$ cat src/rtl/par_frame_ctrl_pkg.sv
// Shared definitions for the zero-parity frame sequencer.
package par_pkg;

  localparam int unsigned DEFAULT_WIDTH = 8;

  // Frame sequencer states; 2'b11 is unused and recovers to IDLE.
  typedef enum logic [1:0] {
    IDLE   = 2'b00,
    SHIFT  = 2'b01,
    REPORT = 2'b10
  } state_t;

endpackage

$ cat src/rtl/par_frame_ctrl_bit_acc.sv
// Zero-count and adjacent-ones accumulator for the serial frame stream.
module par_bit_acc #(
  parameter int unsigned CW = 4
) (
  input  logic          clk,
  input  logic          rst,
  input  logic          clr,
  input  logic          en,
  input  logic          bit_in,
  output logic [CW-1:0] zero_cnt,
  output logic          err
);

  logic prev;

  // Count zero bits and flag any 1 that follows a 1 within the frame.
  always_ff @(posedge clk) begin
    if (rst || clr) begin
      zero_cnt <= '0;
      err      <= 1'b0;
      prev     <= 1'b0;
    end else if (en) begin
      if (!bit_in) begin
        zero_cnt <= zero_cnt + CW'(1);
      end
      if (bit_in && prev) begin
        err <= 1'b1;
      end
      prev <= bit_in;
    end
  end

endmodule

$ cat src/rtl/par_frame_ctrl.sv
// Frame sequencer: loads a word, shifts it out MSB-first and reports zero
// count, zero parity and adjacent-ones error with a one-cycle done pulse.
module par_frame_ctrl
  import par_pkg::*;
#(
  parameter int unsigned WIDTH = DEFAULT_WIDTH,
  parameter int unsigned CW    = $clog2(WIDTH + 1)
) (
  input  logic             clk,
  input  logic             rst,
  input  logic             start,
  input  logic [WIDTH-1:0] data_in,
  output logic             bit_out,
  output logic             bit_valid,
  output logic             busy,
  output logic             done,
  output logic [CW-1:0]    zero_cnt,
  output logic             zero_par,
  output logic             err
);

  state_t           state;
  state_t           state_nxt;
  logic [WIDTH-1:0] shreg;
  logic [CW-1:0]    idx;
  logic             load;
  logic             shifting;
  logic             last_bit;

  assign load     = (state == IDLE) && start;
  assign shifting = (state == SHIFT);
  assign last_bit = (idx == CW'(WIDTH - 1));

  // State register.
  always_ff @(posedge clk) begin
    if (rst) begin
      state <= IDLE;
    end else begin
      state <= state_nxt;
    end
  end

  // Next-state logic; start outside IDLE is ignored.
  always_comb begin
    state_nxt = state;
    case (state)
      IDLE:    if (start) state_nxt = SHIFT;
      SHIFT:   if (last_bit) state_nxt = REPORT;
      REPORT:  state_nxt = IDLE;
      default: state_nxt = IDLE;
    endcase
  end

  // Shift register and bit index.
  always_ff @(posedge clk) begin
    if (rst) begin
      shreg <= '0;
      idx   <= '0;
    end else if (load) begin
      shreg <= data_in;
      idx   <= '0;
    end else if (shifting) begin
      shreg <= shreg << 1;
      idx   <= idx + CW'(1);
    end
  end

  par_bit_acc #(
    .CW (CW)
  ) u_acc (
    .clk      (clk),
    .rst      (rst),
    .clr      (load),
    .en       (shifting),
    .bit_in   (shreg[WIDTH-1]),
    .zero_cnt (zero_cnt),
    .err      (err)
  );

  // Outputs decoded from state and registered datapath only.
  always_comb begin
    bit_out   = 1'b0;
    bit_valid = 1'b0;
    busy      = 1'b0;
    done      = 1'b0;
    case (state)
      SHIFT: begin
        bit_out   = shreg[WIDTH-1];
        bit_valid = 1'b1;
        busy      = 1'b1;
      end
      REPORT:  done = 1'b1;
      default: ;
    endcase
    zero_par = zero_cnt[0];
  end

endmodule

$ cat config.mk
export PLATFORM = sky130hd
export DESIGN_NAME = par_frame_ctrl
export DESIGN_NICKNAME = d
export VERILOG_FILES = /design/src/rtl/par_frame_ctrl_pkg.sv /design/src/rtl/par_frame_ctrl_bit_acc.sv /design/src/rtl/par_frame_ctrl.sv
export SDC_FILE = /design/constraint.sdc
export NUM_CORES = 1
export LEC_CHECK = 0
export ABC_AREA = 1
export CAP_MARGIN = 20
export CORE_UTILIZATION = 42
export CTS_CLUSTER_DIAMETER = 200
export DETAILED_ROUTE_END_ITERATION = 7
export GPL_ROUTABILITY_DRIVEN = 0
export HOLD_SLACK_MARGIN = 0.1
export PLACE_DENSITY = 0.76
export SKIP_CTS_REPAIR_TIMING = 1
export SLEW_MARGIN = 20
export SYNTH_ARGS = -nofsm -noshare
export SYNTH_HDL_FRONTEND = slang
export SYNTH_SLANG_ARGS = --single-unit
$ cat constraint.sdc
create_clock -name clk -period 0.92 [get_ports clk]
set_input_delay 0.138 -clock clk [delete_from_list [all_inputs] [get_ports clk]]
set_output_delay 0.138 -clock clk [all_outputs]
set_load 0.02 [all_outputs]
Word level (Yosys, flattened, before mapping)
Cells that the tools add are included.
{"block": "word_totals", "out_inout_bits": 10, "input_bits": 11, "wordCells": 31, "reg_bits": 20}
{"block": "classes", "n_addsub": 2, "n_reduce_logical": 9, "n_mux": 8, "n_bitwise": 1, "eq_ne": 5}
{"operator": "8-bit two-way mux", "count": 2}
{"operator": "4-bit by 1-bit adder with 4-bit output (second input constant)", "count": 2}
{"operator": "2-bit AND reduction", "count": 3}
{"operator": "4-bit by 3-bit == test with 1-bit output (second input constant)", "count": 1}
{"operator": "2-bit two-way mux", "count": 2}
{"operator": "2-bit case mux with 2 select lines", "count": 1}
{"operator": "1-bit two-way mux", "count": 3}
{"operator": "2-bit by 1-bit == test with 1-bit output (second input constant)", "count": 1}
{"operator": "2-bit == test (second input constant)", "count": 1}
{"operator": "1-bit logical AND", "count": 2}
{"operator": "2-bit zero test", "count": 1}
{"operator": "2-bit by 1-bit != test with 1-bit output (second input constant)", "count": 1}
{"operator": "2-bit != test (second input constant)", "count": 1}
{"operator": "2-bit nonzero test", "count": 1}
{"operator": "2-bit OR reduction", "count": 1}
{"operator": "1-bit logical OR", "count": 1}
{"operator": "1-bit inverter", "count": 1}

Depth between registers and ports, before layout
Gate-level depths: netlist of the first run.
{"block": "logic_depth", "word_depth": 3, "ltp_mapped": 7, "depth_no_buf": 7}

Cells and area by module
A second synthesis of the first run with hierarchy kept.
{"block": "hier_totals", "cells_unflattened": 145, "hier_area_um2": 968.4}
{"module": "par_frame_ctrl", "area_per_inst_um2": 703.2, "cells_each": 109, "seq_area_each_um2": 280.3, "n_inst": 1}
{"module": "par_bit_acc", "area_per_inst_um2": 265.3, "cells_each": 36, "seq_area_each_um2": 120.1, "n_inst": 1}

Least setup slack after synthesis of the first run
Ideal clock, no wire load.
{"block": "synth_timing", "path_type": "register to register", "startpoint": "register state[0]", "endpoint": "register u_acc.err", "synth_period_minus_slack_ns": 1.029, "path_stages_with_launch": 7, "t_arrival_ns": 0.965, "slack_ns": -0.109, "path_cell_list": "dfxtp_1 > inv_2 > nor2_4 > nand2_1 > inv_1 > a21oi_1 > nor2_1"}
{"block": "synth_between", "elab_chain_len": 3, "elab_cells_between_ends": 5}
{"element": "start: declaration", "line": "par_frame_ctrl.sv:22", "source": "state_t state;"}
{"element": "start signal: assignment", "line": "par_frame_ctrl.sv:39", "source": "state <= state_nxt;"}
{"element": "2-bit zero test", "line": "par_frame_ctrl.sv:30", "source": "assign load = (state == IDLE) && start;"}
{"element": "1-bit logical AND", "line": "par_frame_ctrl.sv:30"}
{"element": "1-bit logical OR", "line": "par_frame_ctrl_bit_acc.sv:18", "source": "if (rst || clr) begin"}
{"element": "end signal: assignment", "line": "par_frame_ctrl_bit_acc.sv:20", "source": "err <= 1'b0;"}
{"element": "end signal: assignment", "line": "par_frame_ctrl_bit_acc.sv:27", "source": "err <= 1'b1;"}
{"element": "end: declaration", "line": "par_frame_ctrl_bit_acc.sv:11", "source": "output logic err"}
Parallel ways exist; a longest one is shown, timed or not.
A chain may end at the register's enable or synchronous reset.

Worst setup path in the final report of the first run
{"block": "layout_timing", "startpoint": "register state[0]", "endpoint": "output port busy"}
{"block": "layout_between", "elab_chain_len": 2}
{"element": "2-bit by 1-bit == test with 1-bit output", "line": "par_frame_ctrl.sv:86", "source": "case (state)"}
{"element": "1-bit two-way mux", "line": "par_frame_ctrl.sv:86"}
{"element": "end: declaration", "line": "par_frame_ctrl.sv:15", "source": "output logic busy,"}
No other way between the ends.

==> results of run 1 <==
-- power groups by stage --
stage               logic (W)  clock network [W]  registers [W]
finish               0.000354           0.000726       0.000924
global route         0.000386           0.000764       0.000930
CTS                  0.000319           0.000734       0.000922
detailed placement   0.000316                  0       0.000942
global placement     0.000309                  0       0.000940
floorplan            0.000159                  0       0.000949
-- layout make-up --
type	count	area [sq um]
tap	27	33.78
inverter	8	32.53
clock buffer	3	22.52
sequential	20	411.6
fill	142	550.5
timing repair buffer	39	366.6
multi-input combinational	84	494.2
clock inverter	1	30.03
-- cells by family (layout without fill, tap and decap cells) --
family                   after synthesis  in the layout  share of synthesized area
AND/OR/NAND/NOR                       66             67                     0.3410
buffers and inverters                 12             51                    0.07080
adder cells (fa/ha/maj)                2              2                    0.02890
flip-flops                            20             20                     0.4624
XOR/XNOR                               1              1                    0.01012
AO/OA/AOI/OAI                         14             14                    0.08669
-- cells in the mapped netlist, drive strengths merged --
cell / number
nand2: 35
dfxtp: 20
nand3: 15
nor2: 12
a21oi: 8
inv: 8
a31oi: 4
buf: 4
ha: 2
o21ai: 2
nand3b: 1
nand4: 1
nor3: 1
nor3b: 1
xor2: 1
-- metal layers --
layer,vias up,track usage,routed length [um]
li1,458,-,-
met1,410,0.2681,1012
met2,14,0.3288,1104
met3,4,0.02308,63
met4,0,0.06857,51
met5,-,0,0
-- path summary, 6_finish.rpt --
path	start	cells after the start	slack, ns	end
setup / recovery	state[0]	4	-0.29	busy
hold / removal	data_in[0]	3	0.37	shreg[0]
setup reg to reg	state[1]	8	-0.25	u_acc.zero_cnt[1]
hold reg to reg	u_acc.prev	2	0.48	u_acc.prev
-- placed cells by master (no fill, tap or decap) --
cell	n
a21oi_1	5
a21oi_2	3
a31oi_1	4
buf_4	16
buf_6	13
bufinv_16	1
clkbuf_4	3
clkdlybuf4s50_1	10
dfxtp_1	13
dfxtp_2	6
dfxtp_4	1
ha_1	2
inv_1	2
inv_2	5
inv_4	1
nand2_1	26
nand2_2	7
nand2_4	3
nand3_1	14
nand3_2	1
nand3b_1	1
nand4_1	1
nor2_1	5
nor2_2	3
nor2_4	4
nor3_2	1
nor3b_2	1
o21ai_1	2
xor2_1	1
-- stage by stage --
| step | hold slack [ns] | setup slack (ns) | power [W] | setup TNS (ns) | instances |
|---|---|---|---|---|---|
| 2_1_floorplan | 0.2507 | -0.02339 | 0.001108 | -0.1449 | 115 |
| 3_3_place_gp | 0.4518 | -0.4073 | 0.001249 | -6.472 | 177 |
| 3_5_place_dp | 0.4615 | -0.4088 | 0.001258 | -6.855 | 177 |
| 4_1_cts | 0.3796 | -0.7713 | 0.001976 | -10.71 | 181 |
| 5_1_grt | 0.4134 | -0.3460 | 0.002080 | -6.960 | 182 |
| 6_report | 0.3678 | -0.2886 | 0.002005 | -5.387 | 182 |
-- worst max-delay path: cells and delay by family (launching register included) --
| family | cells | cell delay (ns) |
|---|---|---|
| AND/OR/NAND/NOR | 1 | 0.10 |
| buffers and inverters | 3 | 0.29 |
| flip-flops | 1 | 0.37 |
-- registers in the layout (all words and copies together), names as in the netlist --
name / cells
u_acc.zero_cnt: 4
u_acc.err: 1
u_acc.prev: 1
shreg: 8
idx: 4
state: 2
==> flow_summary.ini, run 1 <==
[outcome]
outcome = complete, but fails checks
violations = setup timing

[grt]
grt_max_degree = 13
first_global_vias = 826
grt_first_pass_wirelength_um = 3194
grt_overflow_total = 0
antenna_found_initial = 0
grtUsageTotal = 0.1994

[sta]
rsz0062_at_grt = yes
layout_min_cycle_time_ns = 1.209
hold_violations = 0
tightest_slew_ns = 0.2002
timing.slew.headroom = 0.8662
setup_violations = 26
finalCritPeriodShare = 1.314
layout_setup_ws_ns = -0.2886
fmax_ghz = 0.8274
finClkSkew_ns = 0.007415
drv_slew = 0

[clock_network]
cts_max_path_buffers = 2
htreeDepth = 1
cts-root-buf = clkbuf_4
clk_latency_ns = 0.31
cts_tree = done
clkTransAtPathRegs_ns = 0.12
cts_buffers = 3
cts_sinks = 20

[die]
placementRows = 16
die_w_um = 47.41
io_pins = 21
die_height_um = 47.41
die_area_sq_um = 2247
start_util = 0.4459
core_sq_um = 1942

[pwr]
p_comb_frac = 0.177
p_sw_w = 0.0004932
vdd_drop_max_mv = 1.198
total_leakage_power_nw = 0.5693
powerDensity_nw_per_um2 = 1441
p_sw_frac = 0.2460
clkPwrFrac = 0.362
seqPwrFrac = 0.461
internal_power_w = 0.001511

[hold_path]
hold_path_class = input port to flip-flop

[yosys]
synthCells = 115
avgSynthCellArea_sq_um = 7.529
synth_top_area_cell = dfxtp_1
syn_nets = 128
yosys_warnings = 0
ys_types = 22
synthesis.area_sq_um = 865.8
ys_ff_latch = 20
yosysSeqAreaShare = 0.4624
yosys.area.top_type_share = 0.4624
synth_area_leaders = dfxtp_1 46%, nand2_1 14%, nand3_1 8.7%

[placed_design]
hpwl_um = 1510
numPortBuffers = 20
placed_area_sq_um = 1239

[setup_path]
critPathRequiredTime_ns = 0.78
path_cells = inv_2 > nor2_4 > buf_6 > buf_4
cp.arrival_ns = 1.07
startpoint_type = flip-flop
cp_slowest_cell = dfxtp_4
worstPathMaxFanout = 3
crit_type = flip-flop to output pin
worstSetupEndpointType = output pin
slowest_delay_ns = 0.37

[routing]
remaining_drc_errors = 0
vias_per_cell = 4.868
routed_wl_um = 2231
antenna_left = 0
num_vias = 886
wl_per_cell_um = 12.26
drt-initial-drc-count = 23
first_pass_iters = 4

[layout]
nets = 169
final_cell_area_sq_um = 1391
fin_util = 0.7165
drive_gt1_frac = 0.4452
antenna_cells = 0
synthToLayoutAreaGrowth_pct = 60.69

[job]
cap_violations = 0
(Power assumes the default switching activity.)
==> run 2, diff against run 1 <==
--- a/config.mk
+++ b/config.mk
@@ -7,12 +7,12 @@
 export LEC_CHECK = 0
 export ABC_AREA = 1
 export CAP_MARGIN = 20
-export CORE_UTILIZATION = 42
+export CORE_UTILIZATION = 50
 export CTS_CLUSTER_DIAMETER = 200
 export DETAILED_ROUTE_END_ITERATION = 7
 export GPL_ROUTABILITY_DRIVEN = 0
 export HOLD_SLACK_MARGIN = 0.1
-export PLACE_DENSITY = 0.76
+export PLACE_DENSITY = 0.85
 export SKIP_CTS_REPAIR_TIMING = 1
 export SLEW_MARGIN = 20
 export SYNTH_ARGS = -nofsm -noshare
==> constraint.sdc (replaced) <==
create_clock -name clk -period 1.6 [get_ports clk]
set_input_delay 0.24 -clock clk [delete_from_list [all_inputs] [get_ports clk]]
set_output_delay 0.24 -clock clk [all_outputs]
set_load 0.02 [all_outputs]
==> flow_summary.ini, run 2 (synthesis results as in run 1) <==
[routing]
remaining_drc_errors = 2
drt-initial-drc-count = 24
routed_wl_um = 1843
first_pass_iters = 6
wl_per_cell_um = 11.89
dr_wl_met3_um = 89
wl_met2_um = 829
top_layer_used = met4
antenna_left = 0
met1_length_um = 876
num_vias = 820
vias_per_cell = 5.290

[layout]
top_regs = shreg x8, idx x4, u_acc.zero_cnt x4
antenna_cells = 0
final_cell_mix = 33 x nand2_1, 20 x dfxtp_1, 15 x nand3_1
synthToLayoutAreaGrowth_pct = 32.51
largest_reg_flops = 8
fillers = 125
regMostFlops = shreg
layout_commonest_cell = nand2_1
nets = 154
drive_gt1_frac = 0.1079

[die]
die_w_um = 43.62
core_sq_um = 1559
die_area_sq_um = 1902
die_height_um = 43.62
placementRows = 14
start_util = 0.5554
io_pins = 21

[outcome]
outcome = complete, but fails checks
violations = DRC

[placed_design]
numPortBuffers = 20
hpwl_um = 1367
dpl_worst_slack_ns = 0.1125

[setup_path]
slowest_delay_ns = 0.62
critPathRequiredTime_ns = 1.36
worstPathMaxFanout = 4
startpoint_type = flip-flop
cp_slowest_cell = clkdlybuf4s50_1
path_cells = clkdlybuf4s50_1
crit_buf_inv = 1
cp.arrival_ns = 1.30
crit_type = flip-flop to output pin
worstSetupEndpointType = output pin
critical-path-top-delay-family = buffers and inverters

[sta]
finalCritPeriodShare = 0.9609
setup_violations = 0
layout_setup_ws_ns = 0.06249
timing.slew.headroom = 0.8091
tightest_slew_ns = 0.2853
layout_min_cycle_time_ns = 1.538
rsz0062_at_grt = no
fmax_ghz = 0.6504
drv_slew = 0
finClkSkew_ns = 0.004004
hold_violations = 0

[grt]
grt_max_degree = 15
grt_overflow_total = 0
grt_first_pass_wirelength_um = 3105
first_global_vias = 744
antenna_found_initial = 0
grtUsageTotal = 0.2203

[pwr]
vdd_drop_max_mv = 0.5955
powerDensity_nw_per_um2 = 802.4
total_leakage_power_nw = 0.5735
clkPwrFrac = 0.257
p_sw_w = 0.0002421
internal_power_w = 0.0006785
seqPwrFrac = 0.577
p_sw_frac = 0.2630
finalPower_w = 0.0009206
p_comb_frac = 0.166

[clock_network]
clk_latency_ns = 0.30
cts_max_path_buffers = 2
cts_sinks = 20
htreeDepth = 1
clkTransAtPathRegs_ns = 0.10
cts_tree = done
cts-root-buf = clkbuf_4
cts_buffers = 3

[job]
cap_violations = 0

[hold_path]
hold_path_class = flip-flop to flip-flop
run 2: per-layer routing:
layer | track usage | vias up
met3 | 0.04167 | 6
met2 | 0.3313 | 28
met5 | 0 | -
met4 | 0.09375 | 0
li1 | - | 427
met1 | 0.3081 | 359
run 2: metrics by stage:
stage / area, sq um / hold slack, ns / util / setup TNS, ns / cells
global route: 1147 / 0.5126 / 0.7360 / 0 / 155
detailed placement: 1105 / 0.4630 / 0.7087 / 0 / 152
global placement: 1105 / 0.4560 / 0.7087 / 0 / 152
finish: 1147 / 0.4740 / 0.7360 / 0 / 155
CTS: 1127 / 0.4772 / 0.7231 / -0.9108 / 155
floorplan: 865.8 / 0.3527 / - / 0 / 115
run 2: path summary, 6_finish.rpt:
kind                                        start           to  slack, ns  cells past startpoint
worst max register to register           state[0]     shreg[3]       0.33                      6
worst min-delay path                   u_acc.prev   u_acc.prev       0.47                      2
worst max-delay path            u_acc.zero_cnt[3]  zero_cnt[3]       0.06                      1
worst min register to register         u_acc.prev   u_acc.prev       0.47                      2
run 2: final cells by class:
cell class / instances / area [sq um] / area share
Sequential cell: 20 / 400.4 / 0.3490
Multi-Input combinational cell: 83 / 404.1 / 0.3522
Clock buffer: 3 / 22.52 / 0.01963
Inverter: 8 / 30.03 / 0.02617
Timing Repair Buffer: 25 / 270.3 / 0.2356
Tap cell: 16 / 20.02 / 0.01745
run 2: power groups by stage:
stage / Combinational, W / Sequential, W / Clock [W]
final: 0.000153 / 0.000532 / 0.000236
after global routing: 0.000168 / 0.000535 / 0.000259
after CTS: 0.000154 / 0.000532 / 0.000239
after detailed placement: 0.000153 / 0.000543 / 0
after global placement: 0.000150 / 0.000542 / 0
after floorplan: 0.0000823 / 0.000544 / 0
